===== src/rtl/core_pkg.sv =====
// Shared register-file geometry and writeback FSM encoding for the core.
package core_pkg;
    localparam int REG_IDX_W = 4;
    localparam int NUM_REGS  = 16;

    typedef enum logic {
        WB_RUN  = 1'b0,
        WB_HELD = 1'b1
    } wb_state_t;
endpackage


===== src/rtl/load_scoreboard.sv =====
// In-flight load tracking: pending-destination bits, outstanding-load count and hazard queries.
module load_scoreboard
    import core_pkg::*;
#(
    parameter int MAX_LOADS = 2
) (
    input  logic                 clk,
    input  logic                 rst_n,
    input  logic                 set_en,
    input  logic [REG_IDX_W-1:0] set_idx,
    input  logic                 clr_en,
    input  logic [REG_IDX_W-1:0] clr_idx,
    input  logic [REG_IDX_W-1:0] rs1,
    input  logic [REG_IDX_W-1:0] rs2,
    input  logic [REG_IDX_W-1:0] rd,
    output logic                 pend_rs1,
    output logic                 pend_rs2,
    output logic                 pend_rd,
    output logic                 ld_full
);
    localparam logic [1:0] MAX_CNT = 2'(MAX_LOADS);

    logic [NUM_REGS-1:0] pend;
    logic [NUM_REGS-1:0] pend_nxt;
    logic [1:0]          ld_cnt;

    // Clear first so a same-cycle set of the same bit wins; r0 is never tracked.
    always_comb begin
        pend_nxt = pend;
        if (clr_en) pend_nxt[clr_idx] = 1'b0;
        if (set_en && set_idx != '0) pend_nxt[set_idx] = 1'b1;
    end

    always_ff @(posedge clk or negedge rst_n) begin
        if (!rst_n) begin
            pend   <= '0;
            ld_cnt <= '0;
        end else begin
            pend <= pend_nxt;
            case ({set_en, clr_en})
                2'b10:   ld_cnt <= ld_cnt + 2'd1;
                2'b01:   if (ld_cnt != 2'd0) ld_cnt <= ld_cnt - 2'd1;
                default: ld_cnt <= ld_cnt;
            endcase
        end
    end

    assign pend_rs1 = pend[rs1];
    assign pend_rs2 = pend[rs2];
    assign pend_rd  = pend[rd];
    assign ld_full  = (ld_cnt == MAX_CNT);
endmodule


===== src/rtl/wb_scheduler.sv =====
// Register-file write-port arbiter and issue hazard checker (loads beat ALU results).
// Optional macro WB_SCHED_BYPASS_EN lets an op consume returning load data in the same cycle.
module wb_scheduler
    import core_pkg::*;
#(
    parameter int XLEN      = 32,
    parameter int MAX_LOADS = 2
) (
    input  logic                 clk,
    input  logic                 rst_n,
    input  logic                 issue_valid,
    output logic                 issue_ready,
    input  logic                 is_alu_op,
    input  logic                 is_load,
    input  logic [REG_IDX_W-1:0] rs1,
    input  logic [REG_IDX_W-1:0] rs2,
    input  logic [REG_IDX_W-1:0] rd,
    input  logic [XLEN-1:0]      alu_result,
    output logic                 lsu_req_valid,
    input  logic                 lsu_req_ready,
    input  logic                 ld_valid,
    input  logic [REG_IDX_W-1:0] ld_rd,
    input  logic [XLEN-1:0]      ld_data,
    output logic                 rf_we,
    output logic [REG_IDX_W-1:0] rf_waddr,
    output logic [XLEN-1:0]      rf_wdata,
    output logic                 rs1_ld_bypass,
    output logic                 rs2_ld_bypass,
    output logic                 stall
);
    wb_state_t              state, state_nxt;
    logic [REG_IDX_W-1:0]   hold_rd;
    logic [XLEN-1:0]        hold_data;
    logic                   pend_rs1, pend_rs2, pend_rd, ld_full;
    logic                   byp1, byp2;
    logic                   core_ok, ld_ok, load_acc, alu_fire, hold_load;

`ifdef WB_SCHED_BYPASS_EN
    assign byp1 = ld_valid && (ld_rd == rs1) && (rs1 != '0);
    assign byp2 = ld_valid && (ld_rd == rs2) && (rs2 != '0);
`else
    assign byp1 = 1'b0;
    assign byp2 = 1'b0;
`endif

    load_scoreboard #(.MAX_LOADS(MAX_LOADS)) u_sb (
        .clk      (clk),
        .rst_n    (rst_n),
        .set_en   (load_acc),
        .set_idx  (rd),
        .clr_en   (ld_valid),
        .clr_idx  (ld_rd),
        .rs1      (rs1),
        .rs2      (rs2),
        .rd       (rd),
        .pend_rs1 (pend_rs1),
        .pend_rs2 (pend_rs2),
        .pend_rd  (pend_rd),
        .ld_full  (ld_full)
    );

    // Checks that do not involve the LSU handshake; lsu_req_valid depends only on these.
    assign core_ok = !(pend_rs1 && !byp1) && !(pend_rs2 && !byp2)
                   && !((is_alu_op || is_load) && pend_rd)
                   && !(state == WB_HELD && (hold_rd == rs1 || hold_rd == rs2 || is_alu_op));
    assign ld_ok   = !ld_full || ld_valid;

    assign issue_ready   = rst_n && core_ok && !(is_load && (!ld_ok || !lsu_req_ready));
    assign lsu_req_valid = rst_n && issue_valid && is_load && core_ok && ld_ok;
    assign load_acc      = lsu_req_valid && lsu_req_ready;
    assign alu_fire      = issue_valid && issue_ready && is_alu_op;
    assign hold_load     = (state == WB_RUN) && alu_fire && ld_valid && (rd != '0);
    assign stall         = issue_valid && !issue_ready;
    assign rs1_ld_bypass = issue_valid && byp1;
    assign rs2_ld_bypass = issue_valid && byp2;

    always_ff @(posedge clk or negedge rst_n) begin
        if (!rst_n) state <= WB_RUN;
        else        state <= state_nxt;
    end

    always_comb begin
        state_nxt = state;
        case (state)
            WB_RUN:  if (hold_load) state_nxt = WB_HELD;
            WB_HELD: if (!ld_valid) state_nxt = WB_RUN;
            default: state_nxt = WB_RUN;
        endcase
    end

    always_comb begin
        rf_we    = 1'b0;
        rf_waddr = '0;
        rf_wdata = '0;
        if (ld_valid) begin
            rf_we    = (ld_rd != '0);
            rf_waddr = ld_rd;
            rf_wdata = ld_data;
        end else if (state == WB_HELD) begin
            rf_we    = 1'b1;
            rf_waddr = hold_rd;
            rf_wdata = hold_data;
        end else if (alu_fire) begin
            rf_we    = (rd != '0);
            rf_waddr = rd;
            rf_wdata = alu_result;
        end
    end

    always_ff @(posedge clk or negedge rst_n) begin
        if (!rst_n) begin
            hold_rd   <= '0;
            hold_data <= '0;
        end else if (hold_load) begin
            hold_rd   <= rd;
            hold_data <= alu_result;
        end
    end
endmodule


===== config.mk =====
export PLATFORM = sky130hd
export DESIGN_NAME = wb_scheduler
export DESIGN_NICKNAME = d
export VERILOG_FILES = /design/src/rtl/core_pkg.sv /design/src/rtl/load_scoreboard.sv /design/src/rtl/wb_scheduler.sv
export SDC_FILE = /design/constraint.sdc
export NUM_CORES = 1
export LEC_CHECK = 0
export BUFFER_PORTS_ARGS = -buffer_cell sky130_fd_sc_hd__buf_2
export CAP_MARGIN = 10
export CORE_ASPECT_RATIO = 1.25
export CORE_UTILIZATION = 50
export CTS_CLUSTER_DIAMETER = 80
export DETAILED_ROUTE_END_ITERATION = 6
export MAX_ROUTING_LAYER = met4
export PLACE_DENSITY = 0.8
export SLEW_MARGIN = 10
export SYNTH_ARGS = -nofsm -noshare
export SYNTH_HDL_FRONTEND = slang
export SYNTH_SLANG_ARGS = --single-unit

===== constraint.sdc =====
create_clock -name clk -period 4.15 [get_ports clk]
set_input_delay 0.415 -clock clk [delete_from_list [all_inputs] [get_ports clk]]
set_output_delay 0.415 -clock clk [all_outputs]
set_load 0.02 [all_outputs]

==> results_dict.tcl, run 1 <==
set metrics [dict create \
    grt.met3_usage_pct 2.83 \
    clkTransAtPathRegs_ps 100 \
    switchingPower_mw 0.468 \
    clk_path_buf_depth 2 \
    antenna_cells 0 \
    worst-path-max-fanout 37 \
    yosysSeqAreaShare_pct 38.3 \
    fin_skew_ps 7.99 \
    yosys_register_bits 55 \
    initial_core_util_pct 51.6 \
    grt_max_degree 56 \
    holdWs_ps 284 \
    path_buf_inv 2 \
    pwr-share-seq_pct 46.6 \
    drt_iter0_markers 256 \
    wl_per_cell_microns 17.3 \
    synth_top_cells_by_count "dfrtp_1, o21ai_0, nand2_1" \
    overflow 0 \
    p_comb_share_pct 27.6 \
    dr.pass1.iters 4 \
    setup-tns-final_ps 0 \
    reg2reg_slack_ps 740 \
    postCtsSetupBuffers 0 \
    cts_htree_levels 2 \
    fin_crit_ps 3560 \
    die_area_sq_um 7540 \
    via_per_inst 5.91 \
    drt-total-wl_mm 9.57 \
    use_met2_pct 43.0 \
    async_flop_share_pct 100 \
    yosys_warnings 0 \
    reg2reg_to "hold_data[25]" \
    synthToLayoutAreaGrowth_pct 21.7 \
    cp.required_ps 3730 \
    synth_top_cell_by_area "dfrtp_1" \
    p_per_area_nw_per_um2 369 \
    drv_slew 0 \
    power.share.switching_pct 29.0 \
    rr_startpoint "u_sb.pend[11]" \
    cts.sinks 55 \
    cts_tree "done" \
    die_w_microns 77.9 \
    hp-class "in2async" \
    fillCellCount 607 \
    synth_edf_count 0 \
    power.total_mw 1.61 \
    crit_chain "mux4_2 > mux2_2 > a221o_1 > or3b_1 > buf_4 > o21ai_0 > o21a_1 > buf_2" \
    hold_violations 0 \
    slew_headroom_pct 48.8 \
    syn_area_sq_um 3600 \
    drc 0 \
    antenna_found_initial 0 \
    multi_input_area_sq_um 2060 \
    vias 3268 \
    grt_pass1_vias 3178 \
    insertion_delay_ps 310 \
    synth_most_common_cell "dfrtp_1" \
    syn_area_per_cell_sq_um 10.2 \
    row_count 34 \
    criticalPathCategory "reg2out" \
    cp-end-kind "output port" \
    drive_above_1_share_pct 42.1 \
    gp_congestion 0.946 \
    io_pins 129 \
    rr_worst_depth 7 \
    critPathArrivalTime_ps 3150 \
    synth_area_leaders "dfrtp_1, mux2_4, o21ai_0, a22oi_1, mux4_2" \
    ctsResizeCount 0 \
    slowest_delay_ps 480 \
    core_area_sq_um 6980 \
    grt.met1_usage_pct 34.1 \
    cts_hold_buf 0 \
    finalSetupViolations 0 \
    cp_top_family "compound AO/OA/AOI/OAI gates" \
    nNetsFinal 549 \
    fmax_mhz 281 \
    clock-root-buffer "clkbuf_8" \
    grt_pass1_wl_mm 15.6 \
    maxCapViolCount 0 \
    cp-start-kind "flip-flop" \
    p_int_mw 1.15 \
    track_usage_pct 26.5 \
    rsz0062_at_grt "no" \
    port_buffers 126 \
    vdd_ir_drop_max_v 0.000247 \
    netlist_instances 353 \
    synth_ff_type "dfrtp_1" \
    synth_top_cell_area_share_pct 38.3 \
    leakage_nw 2.13 \
    cp_slowest_cell "mux4_2" \
    hpwl_mm 6.85 \
    ant_nets 0 \
    stdcell_count 553 \
    die_y_microns 96.8 \
    ff_latch_area_sq_um 1380 \
    cts_buffers 5 \
    busiest_layer "met2" \
    dpl.cell_count 545 \
    synthDistinctLibCells 44 \
    outcome "completed" \
    period_share_pct 85.9 \
    tightest_slew_ps 767 \
    pwr-share-clk_pct 25.8 \
]
[cell type report]
| type | instances | area share, % |
|---|---|---|
| clock inverter | 3 | 1.54 |
| clock buffer | 5 | 1.57 |
| sequential | 55 | 31.4 |
| timing repair buffer | 132 | 15.4 |
| inverter | 5 | 0.429 |
| multi-input combinational | 263 | 47.0 |
| tap | 90 | 2.57 |
[metal layers]
metal | share of wire [%] | vias to the layer above
li1 | - | 1526
met1 | 43 | 1585
met2 | 50 | 133
met3 | 4.2 | 24
met4 | 3.1 | 0
met5 | 0 | -
[cells in the final DEF, fill, tap and decap left out, drive strengths merged, types with 2 or more instances in the layout]
cell type    n
nor2         7
mux4        11
nand3b       2
o31ai        9
clkbuf       5
xor2         4
dfrtp       55
inv          5
and2         2
nand3        3
buf        132
o21ai       54
nand2       45
mux2i        2
mux2        40
nand2b       5
bufinv       2
a21oi        6
o41ai        8
or2          2
o21a         2
xnor2        5
conb         2
a22oi       33
nor2b        5
[power by group through the flow]
stage / sequential [mW] / clock [mW] / combinational (mW)
6_report: 0.753 / 0.416 / 0.445
4_1_cts: 0.750 / 0.426 / 0.447
3_5_place_dp: 0.755 / 0 / 0.447
5_1_grt: 0.766 / 0.451 / 0.483
2_1_floorplan: 0.722 / 0 / 0.322
3_3_place_gp: 0.760 / 0 / 0.427
[worst max-delay path by stage]
| stage | slack, ps | depth (start not counted) | endpoint | from |
|---|---|---|---|---|
| 3_5_place_dp | 500 | 9 | hold_data[31] | rd[0] |
| 6_report | 590 | 8 | rf_waddr[0] | u_sb.pend[11] |
| 5_1_grt | 530 | 8 | rf_waddr[0] | u_sb.pend[11] |
| 4_1_cts | 610 | 8 | rf_waddr[0] | u_sb.pend[11] |
| 2_1_floorplan | 870 | 8 | rf_wdata[22] | rs1[0] |
| 3_3_place_gp | 570 | 9 | hold_data[30] | rd[0] |
[cells by family (layout without fill, tap and decap cells)]
family	Yosys count	after routing	synth area share [%]
AND/OR/NAND/NOR	79	79	10.3
multiplexers	53	53	23.1
flip-flops	55	55	38.3
buffers and inverters	36	145	4.70
AO/OA/AOI/OAI	120	120	21.4
XOR/XNOR	9	9	2.19
other	1	2	0.104
[worst register-to-register path: stages, from the launching register on]
cell and delay (ps):
dfrtp_1 430, mux4_2 480, mux2_2 300, a221o_1 330
or3b_1 410, or4b_2 610, buf_4 340, mux2_4 400
[state kept, by name, summed over array words and instances, names as in the netlist]
signal       count
hold_data       32
hold_rd          4
state            1
u_sb.ld_cnt      2
u_sb.pend       16
[stage by stage]
step | setup WS (ps) | instance area (sq um) | util, %
after detailed placement | 505 | 4240 | 60.8
after floorplan | 873 | 3600 | -
after global routing | 534 | 4380 | 62.8
final | 586 | 4380 | 62.8
after global placement | 572 | 4240 | 60.8
after CTS | 612 | 4380 | 62.8
No activity file was read; power rests on OpenSTA's default activity.
==> run 2, diff against run 1 <==
Settings changed: MAX_ROUTING_LAYER met4 to not set.
==> run 2 against run 1 <==
  * Combinational power about the same
  * Total power decreased by 8.1%
  * Setup slack improved by 110 ps
  * Hold slack got worse by 6.0 ps
==> results_dict.tcl, run 2 (synthesis results as in run 1) <==
set metrics [dict create \
    outcome "completed" \
    maxCapViolCount 0 \
    largest_reg_flops 32 \
    io_pins 129 \
    reg2reg_slack_ps 770 \
    clkTransAtPathRegs_ps 100 \
    die_w_microns 77.9 \
    dpl.cell_count 545 \
    fin_skew_ps 9.66 \
    cts_hold_buf 0 \
    drive_above_1_share_pct 41.9 \
    slew_headroom_pct 52.3 \
    worst-path-max-fanout 37 \
    dp_slack_ps 504 \
    cp.required_ps 3730 \
    grt_pass1_vias 3210 \
    vdd_ir_drop_max_v 0.000190 \
    postCtsSetupBuffers 0 \
    cts.sinks 55 \
    die_area_sq_um 7540 \
    mostFrequentLayoutCell "buf_2" \
    drt-total-wl_mm 9.33 \
    crit_start "u_sb.pend[11]" \
    clk_path_buf_depth 2 \
    vias 3276 \
    drc 0 \
    criticalPathCategory "reg2out" \
    hold_violations 0 \
    rr_worst_depth 7 \
    finalSetupViolations 0 \
    setup-tns-final_ps 0 \
    cp-start-kind "flip-flop" \
    cp-end-kind "output port" \
    overflow 0 \
    fmax_mhz 290 \
    insertion_delay_ps 300 \
    antenna_found_initial 0 \
    gp_congestion 0.954 \
    grt_max_degree 56 \
    antenna_cells 0 \
    final_cell_mix "buf_2, dfrtp_1, o21ai_0, nand2_1, a22oi_1" \
    reg_top3 "hold_data (32), u_sb.pend (16), hold_rd (4)" \
    port_buffers 126 \
    cts_buffers 5 \
    track_usage_pct 25.8 \
    top_register "hold_data" \
    cts_htree_levels 2 \
    drv_slew 0 \
    wl_per_cell_microns 16.9 \
    die_y_microns 96.8 \
    ant_nets 0 \
    stdcell_count 553 \
    core_area_sq_um 6980 \
    fin_crit_ps 3450 \
    nNetsFinal 549 \
    grt_pass1_wl_mm 15.5 \
    initial_core_util_pct 51.6 \
    tightest_slew_ps 716 \
    via_per_inst 5.92 \
    rsz0062_at_grt "no" \
    reg2reg_to "hold_data[28]" \
    hpwl_mm 6.82 \
    rr_startpoint "u_sb.pend[11]" \
    clock-root-buffer "clkbuf_8" \
    drt_iter0_markers 310 \
    leakage_nw 2.11 \
    layout_setup_ws_ps 696 \
    ctsResizeCount 0 \
    hp-class "in2async" \
    period_share_pct 83.2 \
    synthToLayoutAreaGrowth_pct 20.3 \
    row_count 34 \
    cp-endpoint "rf_waddr[0]" \
    p_per_area_nw_per_um2 343 \
    critPathArrivalTime_ps 3040 \
    dr.pass1.iters 4 \
    cts_tree "done" \
]
[run 2: through the flow]
stage	util [%]	area [sq um]	total power, mW	hold WS, ps
after global routing	62.0	4330	1.57	331
after CTS	62.0	4330	1.49	314
after floorplan	-	3600	1.04	119
after global placement	60.8	4240	1.19	498
final	62.0	4330	1.48	278
after detailed placement	60.8	4240	1.20	493
[run 2: cell type report]
class,count,area [sq um]
Inverter,5,18.8
Clock buffer,6,72.6
Tap cell,90,113
Fill cell,625,2650
Multi-Input combinational cell,263,2060
Clock inverter,2,12.5
Timing Repair Buffer,132,676
Sequential cell,55,1380
[run 2: how the worst min path moves through the flow]
stage                       start             to  slack [ps]  cells after the start
finish                      rst_n   hold_data[2]         280                      2
global placement    hold_data[12]  hold_data[12]         500                      1
floorplan                   rst_n   hold_data[0]         120                      0
CTS                         rst_n   hold_data[2]         310                      2
detailed placement  hold_data[19]  hold_data[19]         490                      1
global route                rst_n   hold_data[2]         330                      2
[run 2: report_power, final]
group | internal [mW] | switching, mW | total [mW]
logic | 0.250 | 0.192 | 0.442
registers | 0.655 | 0.0990 | 0.754
clock network | 0.118 | 0.169 | 0.288
total | 1.02 | 0.460 | 1.48
[run 2: worst max-delay path, stage by stage (launching register included)]
cell and delay (ps):
dfrtp_1 430, mux4_2 470, mux2_2 280, a221o_1 320, or3b_1 410, buf_4 250, o21ai_0 250, o21a_1 150
buf_2 150
[run 2: routing by layer]
layer  share of wire, %  track usage (%)  vias up
met5                  0                0        -
met4                2.8             9.43        0
li1                   -                -     1524
met2                 50             42.5      135
met3                4.7             3.30       27
met1                 43             34.5     1590
